<file path="config.mk">
export PLATFORM = sky130hd
export DESIGN_NAME = evm_multi_flat
export DESIGN_NICKNAME = d
export VERILOG_FILES = /design/src/rtl/evm_multi_if.sv /design/src/rtl/evm_multi.sv /design/src/flat_wrapper.sv
export SDC_FILE = /design/constraint.sdc
export NUM_CORES = 1
export LEC_CHECK = 0
export CAP_MARGIN = 30
export CORE_MARGIN = 8
export CORE_UTILIZATION = 35
export CTS_CLUSTER_SIZE = 30
export DETAILED_ROUTE_END_ITERATION = 6
export PLACE_DENSITY = 0.54
export SLEW_MARGIN = 20
export SYNTH_ARGS = -nofsm -noshare
export SYNTH_HDL_FRONTEND = slang
export SYNTH_SLANG_ARGS = --single-unit
</file>
<file path="constraint.sdc">
create_clock -name clk -period 3.1 [get_ports clk]
set_clock_uncertainty 0.15 [all_clocks]
set_input_delay 0.62 -clock clk [delete_from_list [all_inputs] [get_ports clk]]
set_output_delay 0.62 -clock clk [all_outputs]
set_load 0.01 [all_outputs]
</file>
<file path="src/rtl/evm_multi_if.sv">
// Ballot-unit / display-controller signal bundle for evm_multi.
// master = ballot and display side, slave = the voting machine.
interface evm_multi_if #(
   parameter int NUM_CAND = 4,
   parameter int WIDTH    = 8
);
   localparam int IW = $clog2(NUM_CAND);
   localparam int CW = $clog2(NUM_CAND + 1);

   logic                  switch_on_evm;
   logic                  candidate_ready;
   logic [NUM_CAND-1:0]   vote;
   logic                  voting_session_done;
   logic [IW-1:0]         display_sel;
   logic                  display_winner;
   logic [CW-1:0]         candidate_id;
   logic [WIDTH-1:0]      results;
   logic                  invalid_results;
   logic                  voting_in_progress;
   logic                  voting_done;
   logic                  vote_rejected;
   logic [WIDTH+IW-1:0]   total_votes;

   modport master (
      output switch_on_evm, candidate_ready, vote, voting_session_done,
             display_sel, display_winner,
      input  candidate_id, results, invalid_results, voting_in_progress,
             voting_done, vote_rejected, total_votes
   );

   modport slave (
      input  switch_on_evm, candidate_ready, vote, voting_session_done,
             display_sel, display_winner,
      output candidate_id, results, invalid_results, voting_in_progress,
             voting_done, vote_rejected, total_votes
   );
endinterface

</file>
<file path="src/rtl/evm_multi.sv">
// Parametrised electronic voting machine: saturating tallies, multi-press rejection,
// sequential winner scan. Define EVM_TIMEOUT_EN to build the idle-timeout timer.
module evm_multi #(
   parameter int NUM_CAND       = 4,
   parameter int WIDTH          = 8,
   parameter int TIMEOUT_CYCLES = 100
) (
   input  logic      clk,
   input  logic      rst,
   evm_multi_if.slave bus
);
   localparam int IW = $clog2(NUM_CAND);
   localparam int CW = $clog2(NUM_CAND + 1);
   localparam int TW = WIDTH + IW;

   localparam logic [2:0] S_IDLE      = 3'd0;
   localparam logic [2:0] S_WAIT_CAND = 3'd1;
   localparam logic [2:0] S_WAIT_VOTE = 3'd2;
   localparam logic [2:0] S_VOTED     = 3'd3;
   localparam logic [2:0] S_DONE      = 3'd4;

   logic [2:0]       state_q, state_d;
   logic [WIDTH-1:0] tally_q [NUM_CAND];
   logic [WIDTH-1:0] tally_d [NUM_CAND];
   logic [TW-1:0]    total_q, total_d;
   logic [IW-1:0]    vote_idx_q, vote_idx_d;
   logic [CW-1:0]    scan_idx_q, scan_idx_d;
   logic [WIDTH-1:0] max_q, max_d;
   logic [IW-1:0]    max_idx_q, max_idx_d;
   logic             tie_q, tie_d;
   logic             timeout;
   logic             vote_multi;
   logic             scan_done;
   logic [IW-1:0]    vote_enc;

   assign vote_multi = (bus.vote != '0) && !$onehot(bus.vote);

   always_comb begin
      vote_enc = '0;
      for (int i = 0; i < NUM_CAND; i++)
         if (bus.vote[i]) vote_enc = IW'(i);
   end

`ifdef EVM_TIMEOUT_EN
   localparam int TMW = $clog2(TIMEOUT_CYCLES);
   logic [TMW-1:0] timer_q, timer_d;

   // Counts only uninterrupted idle cycles; any state change restarts it from zero.
   always_comb begin
      timer_d = '0;
      if (state_d == state_q &&
          ((state_q == S_WAIT_CAND && !bus.candidate_ready) ||
           (state_q == S_WAIT_VOTE && bus.vote == '0)))
         timer_d = timer_q + TMW'(1);
   end

   always_ff @(posedge clk) begin
      if (rst || !bus.switch_on_evm) timer_q <= '0;
      else                           timer_q <= timer_d;
   end

   assign timeout = (timer_q == TMW'(TIMEOUT_CYCLES - 1));
`else
   // TIMEOUT_CYCLES is at least 2, so this stays low: no timeout without the timer.
   assign timeout = (TIMEOUT_CYCLES < 2);
`endif

   always_comb begin
      state_d    = state_q;
      total_d    = total_q;
      vote_idx_d = vote_idx_q;
      for (int k = 0; k < NUM_CAND; k++) tally_d[k] = tally_q[k];
      scan_idx_d = '0;
      max_d      = '0;
      max_idx_d  = '0;
      tie_d      = 1'b0;
      case (state_q)
         S_IDLE: begin
            if (bus.switch_on_evm) begin
               state_d = S_WAIT_CAND;
               total_d = '0;
               for (int k = 0; k < NUM_CAND; k++) tally_d[k] = '0;
            end
         end
         S_WAIT_CAND: begin
            if (bus.candidate_ready)          state_d = S_WAIT_VOTE;
            else if (bus.voting_session_done) state_d = S_DONE;
            else if (timeout)                 state_d = S_DONE;
         end
         S_WAIT_VOTE: begin
            if ($onehot(bus.vote) && !bus.candidate_ready) begin
               vote_idx_d = vote_enc;
               state_d    = S_VOTED;
            end else if (timeout) begin
               state_d = S_WAIT_CAND;
            end
         end
         S_VOTED: begin
            if (tally_q[vote_idx_q] != '1)
               tally_d[vote_idx_q] = tally_q[vote_idx_q] + WIDTH'(1);
            if (total_q != '1)
               total_d = total_q + TW'(1);
            state_d = bus.candidate_ready ? S_WAIT_VOTE : S_WAIT_CAND;
         end
         S_DONE: begin
            scan_idx_d = scan_idx_q;
            max_d      = max_q;
            max_idx_d  = max_idx_q;
            tie_d      = tie_q;
            // One tally per cycle; the scan registers sit at zero outside DONE.
            if (scan_idx_q < CW'(NUM_CAND)) begin
               if (tally_q[scan_idx_q[IW-1:0]] > max_q) begin
                  max_d     = tally_q[scan_idx_q[IW-1:0]];
                  max_idx_d = scan_idx_q[IW-1:0];
                  tie_d     = 1'b0;
               end else if (tally_q[scan_idx_q[IW-1:0]] == max_q) begin
                  tie_d = 1'b1;
               end
               scan_idx_d = scan_idx_q + CW'(1);
            end
         end
         default: state_d = S_IDLE;
      endcase
   end

   always_ff @(posedge clk) begin
      if (rst || !bus.switch_on_evm) begin
         state_q    <= S_IDLE;
         total_q    <= '0;
         vote_idx_q <= '0;
         scan_idx_q <= '0;
         max_q      <= '0;
         max_idx_q  <= '0;
         tie_q      <= 1'b0;
         for (int k = 0; k < NUM_CAND; k++) tally_q[k] <= '0;
      end else begin
         state_q    <= state_d;
         total_q    <= total_d;
         vote_idx_q <= vote_idx_d;
         scan_idx_q <= scan_idx_d;
         max_q      <= max_d;
         max_idx_q  <= max_idx_d;
         tie_q      <= tie_d;
         for (int k = 0; k < NUM_CAND; k++) tally_q[k] <= tally_d[k];
      end
   end

   assign scan_done = (state_q == S_DONE) && (scan_idx_q == CW'(NUM_CAND));

   always_comb begin
      bus.candidate_id    = '0;
      bus.results         = '0;
      bus.invalid_results = 1'b0;
      if (scan_done && !rst) begin
         if (tie_q) begin
            bus.invalid_results = 1'b1;
         end else if (bus.display_winner) begin
            bus.candidate_id = CW'(max_idx_q) + CW'(1);
            bus.results      = max_q;
         end else if ({1'b0, bus.display_sel} < (IW+1)'(NUM_CAND)) begin
            bus.candidate_id = CW'(bus.display_sel) + CW'(1);
            bus.results      = tally_q[bus.display_sel];
         end
      end
   end

   assign bus.voting_in_progress = !rst && (state_q == S_WAIT_VOTE);
   assign bus.voting_done        = !rst && scan_done;
   assign bus.vote_rejected      = !rst && (state_q == S_WAIT_VOTE) && vote_multi;
   assign bus.total_votes        = rst ? '0 : total_q;
endmodule
</file>
<file path="src/flat_wrapper.sv">
// flat-port wrapper written by rule: the top's interface ports become plain ports
module evm_multi_flat 
#(
   parameter int NUM_CAND       = 4,
   parameter int WIDTH          = 8,
   parameter int TIMEOUT_CYCLES = 100
)
  (clk, rst, bus_switch_on_evm, bus_candidate_ready, bus_vote, bus_voting_session_done, bus_display_sel, bus_display_winner, bus_candidate_id, bus_results, bus_invalid_results, bus_voting_in_progress, bus_voting_done, bus_vote_rejected, bus_total_votes);
  evm_multi_if #(.NUM_CAND(NUM_CAND), .WIDTH(WIDTH)) bus_i ();
  input  logic clk;
  input  logic rst;
  input wire logic [$bits(bus_i.switch_on_evm)-1:0] bus_switch_on_evm;
  input wire logic [$bits(bus_i.candidate_ready)-1:0] bus_candidate_ready;
  input wire logic [$bits(bus_i.vote)-1:0] bus_vote;
  input wire logic [$bits(bus_i.voting_session_done)-1:0] bus_voting_session_done;
  input wire logic [$bits(bus_i.display_sel)-1:0] bus_display_sel;
  input wire logic [$bits(bus_i.display_winner)-1:0] bus_display_winner;
  output wire logic [$bits(bus_i.candidate_id)-1:0] bus_candidate_id;
  output wire logic [$bits(bus_i.results)-1:0] bus_results;
  output wire logic [$bits(bus_i.invalid_results)-1:0] bus_invalid_results;
  output wire logic [$bits(bus_i.voting_in_progress)-1:0] bus_voting_in_progress;
  output wire logic [$bits(bus_i.voting_done)-1:0] bus_voting_done;
  output wire logic [$bits(bus_i.vote_rejected)-1:0] bus_vote_rejected;
  output wire logic [$bits(bus_i.total_votes)-1:0] bus_total_votes;
  assign bus_i.switch_on_evm = bus_switch_on_evm;
  assign bus_i.candidate_ready = bus_candidate_ready;
  assign bus_i.vote = bus_vote;
  assign bus_i.voting_session_done = bus_voting_session_done;
  assign bus_i.display_sel = bus_display_sel;
  assign bus_i.display_winner = bus_display_winner;
  assign bus_candidate_id = bus_i.candidate_id;
  assign bus_results = bus_i.results;
  assign bus_invalid_results = bus_i.invalid_results;
  assign bus_voting_in_progress = bus_i.voting_in_progress;
  assign bus_voting_done = bus_i.voting_done;
  assign bus_vote_rejected = bus_i.vote_rejected;
  assign bus_total_votes = bus_i.total_votes;
  evm_multi #(.NUM_CAND(NUM_CAND), .WIDTH(WIDTH), .TIMEOUT_CYCLES(TIMEOUT_CYCLES)) u_core (.clk(clk), .rst(rst), .bus(bus_i));
endmodule
</file>
==> flow_summary.ini <==
[logic_synthesis]
synth_nets = 404
synthesis.area_sq_um = 3690
yosysTopAreaCell = dfxtp_1
yosys-top-cells-area = dfxtp_1 35%, mux4_2 12%, ha_1 6.1%
synth-edff-count = 0
synthCells = 373
synth_top_area_share = 0.353
async_flop_share = 0
synth_seq_cells = 65
ys.flop_type = dfxtp_1
ys_types = 47
yosysWarningCount = 0
avgSynthCellArea_sq_um = 9.89
synth_seq_area_share = 0.353

[min_path]
hold_start = u_core.max_idx_q[1]$_SDFFE_PP0P_
hp-class = reg2reg
whs_path_depth = 2
holdPathEnd = u_core.max_idx_q[1]$_SDFFE_PP0P_

[sta]
drv_slew = 0
layout_setup_ws_ns = 0.0487
hold_ws_ns = 0.329
slew_headroom = 0.383
finalHoldViolCount = 0
final.period_utilization = 0.984
fmax_mhz = 328
layout_min_cycle_time_ns = 3.05
worst_slew_pin_slew_ns = 0.921
setup_viol = 0

[grt]
grt_use_total = 0.139
grt_antenna_before_repair = 0
grt_max_degree = 16
overflow = 0
grt_pass1_vias = 3122
grt_pass1_wl_microns = 15800

[cts]
clk_pin_slew_ns = 0.08
cts_buffers = 9
htreeDepth = 3
postCtsHoldBufs = 0
clk_path_buf_depth = 2
cts_sinks = 65
insertion_delay_ns = 0.35
cts_root_buf = clkbuf_8
cts_tree = yes

[die]
io_pins = 37
start_util = 0.359
core_area_sq_um = 10300
num_rows = 37
dieWidth_microns = 119
dieArea_sq_um = 14100
die_y_microns = 119

[job]
drv_cap = 0

[placement]
dpl.hpwl_microns = 7270
dp_cells = 550
io_buffers = 36
dp_slack_ns = -0.740
dpl_cell_area_sq_um = 4320
place.gp.congestion = 0.856

[routing]
via_per_inst = 5.26
wire_per_inst_microns = 17.0
ant_nets = 0
finalWirelength_microns = 9710
dr.pass1.iters = 4
vias = 3009
drt_iter0_markers = 202
drc = 0

[power]
ir_drop_uv = 203
p_per_area_nw_per_um2 = 365
p_leak_nw = 1.77
p_total_w = 0.00168

[critical_path]
cp.required_ns = 2.33
r2r_slack_ns = 0.23
crit_path_max_fanout = 2
r2r-end = u_core.tally_q[3][0]$_SDFFE_PP0P_
cp-start-kind = input pin
ff2ff_path_depth = 7
critPathKind = in2out
arrival_ns = 2.28
end_kind = primary output

[finish]
syn_to_final_growth_pct = 24.5
fillCellCount = 1003
drive_gt1_frac = 0.200
nets = 462
final_area_sq_um = 4590
stdcell_count = 572
diodes = 0

[outcome]
status = finished, final reports clean
cells in the mapped netlist, types with 5 or more instances:
| library cell | instances |
|---|---|
| a21oi_1 | 23 |
| inv_1 | 15 |
| mux4_2 | 20 |
| nor2_1 | 43 |
| nand3_1 | 18 |
| mux2i_1 | 10 |
| nor2b_1 | 15 |
| nor3_1 | 6 |
| a22o_1 | 15 |
| xor2_1 | 10 |
| nand2_1 | 15 |
| ha_1 | 18 |
| dfxtp_1 | 65 |
| clkbuf_1 | 13 |
| nand4_1 | 5 |
| o2bb2ai_1 | 11 |
| xnor2_1 | 5 |
| o21ai_0 | 10 |
cell usage in the layout, fill, tap and decap left out, types with 5 or more instances in the layout:
cell type | synthesis | final
nand2_1 | 15 | 15
xor2_1 | 10 | 10
buf_4 | 0 | 26
mux2i_1 | 10 | 10
clkdlybuf4s50_1 | 0 | 18
clkbuf_8 | 0 | 9
nand4_1 | 5 | 5
nand3_1 | 18 | 18
nor2_1 | 43 | 43
inv_1 | 15 | 14
mux4_2 | 20 | 20
ha_1 | 18 | 15
o2bb2ai_1 | 11 | 11
dlygate4sd2_1 | 0 | 11
dfxtp_1 | 65 | 65
o21ai_0 | 10 | 10
a21oi_1 | 23 | 23
a22o_1 | 15 | 15
xnor2_1 | 5 | 5
nor2b_1 | 15 | 15
power by group:
part	internal, W	switching [W]
combinational	0.0000721	0.0000580
clock	0.000369	0.000341
sequential	0.000835	0.00000180
final cells by class:
type	count	area (sq um)	share of cell area
clock inverter	7	71.3	0.0155
multi-input combinational	276	2300	0.501
tap	136	170	0.0371
clock buffer	9	124	0.0270
timing repair buffer	64	567	0.123
sequential	65	1300	0.283
inverter	15	56.3	0.0123
state kept, by name (all words and copies together) (netlist names), named ones only:
| register | count |
|---|---|
| u_core.state_q | 3 |
| u_core.max_idx_q | 2 |
| u_core.tie_q | 1 |
| u_core.tally_q | 32 |
| u_core.max_q | 8 |
| u_core.scan_idx_q | 3 |
| u_core.total_q | 10 |
| u_core.vote_idx_q | 2 |
how the worst max path moves through the flow:
stage | depth (start not counted) | start | endpoint
after floorplan | 10 | flop | u_core.max_idx_q[0]$_SDFFE_PP0P_
after global placement | 9 | bus_vote[0] | bus_vote_rejected
after detailed placement | 9 | bus_vote[2] | bus_vote_rejected
after CTS | 9 | bus_vote[2] | bus_vote_rejected
after global routing | 9 | bus_vote[1] | bus_vote_rejected
final | 9 | bus_vote[1] | bus_vote_rejected
metrics by stage:
| stage | util | TNS (ns) |
|---|---|---|
| final | 0.447 | 0 |
| after CTS | 0.441 | 0 |
| after detailed placement | 0.420 | -2.77 |
| after floorplan | - | 0 |
| after global placement | 0.420 | -2.21 |
| after global routing | 0.447 | -0.0486 |
layer usage:
layer / GRT usage / routed length, microns / share of wire
met5: 0 / 0 / 0
met4: 0.0387 / 61 / 0.0063
met3: 0.0409 / 471 / 0.049
met2: 0.246 / 4950 / 0.51
met1: 0.158 / 4220 / 0.43
critical path, stage by stage:
cell and delay [ns]:
buf_2 0.11, inv_1 0.09, ha_4 0.22, ha_4 0.15
fa_1 0.47, nor3b_2 0.26, a21oi_1 0.06, and2_1 0.16
buf_2 0.13
cells by family (layout without fill, tap and decap cells):
family | Yosys count | after routing | share of synthesized area
and+or+nand+nor | 129 | 129 | 0.178
AOI/OAI and AO/OA | 77 | 77 | 0.146
DFF | 65 | 65 | 0.353
muxes | 36 | 36 | 0.184
buffers and inverters | 32 | 95 | 0.0373
adders and majority gates | 19 | 19 | 0.0665
xor gates and xnor gates | 15 | 15 | 0.0356
what timing repair did:
action                                 in CTS  in global routing
endpoints found under the hold margin       0                  0
gates cloned                                0                  1
setup endpoints to repair                  12                 18
resized for setup                          31                  9
setup buffers                               5                  0
pin swaps                                   5                  4
No activity file was read; power rests on OpenSTA's default activity.
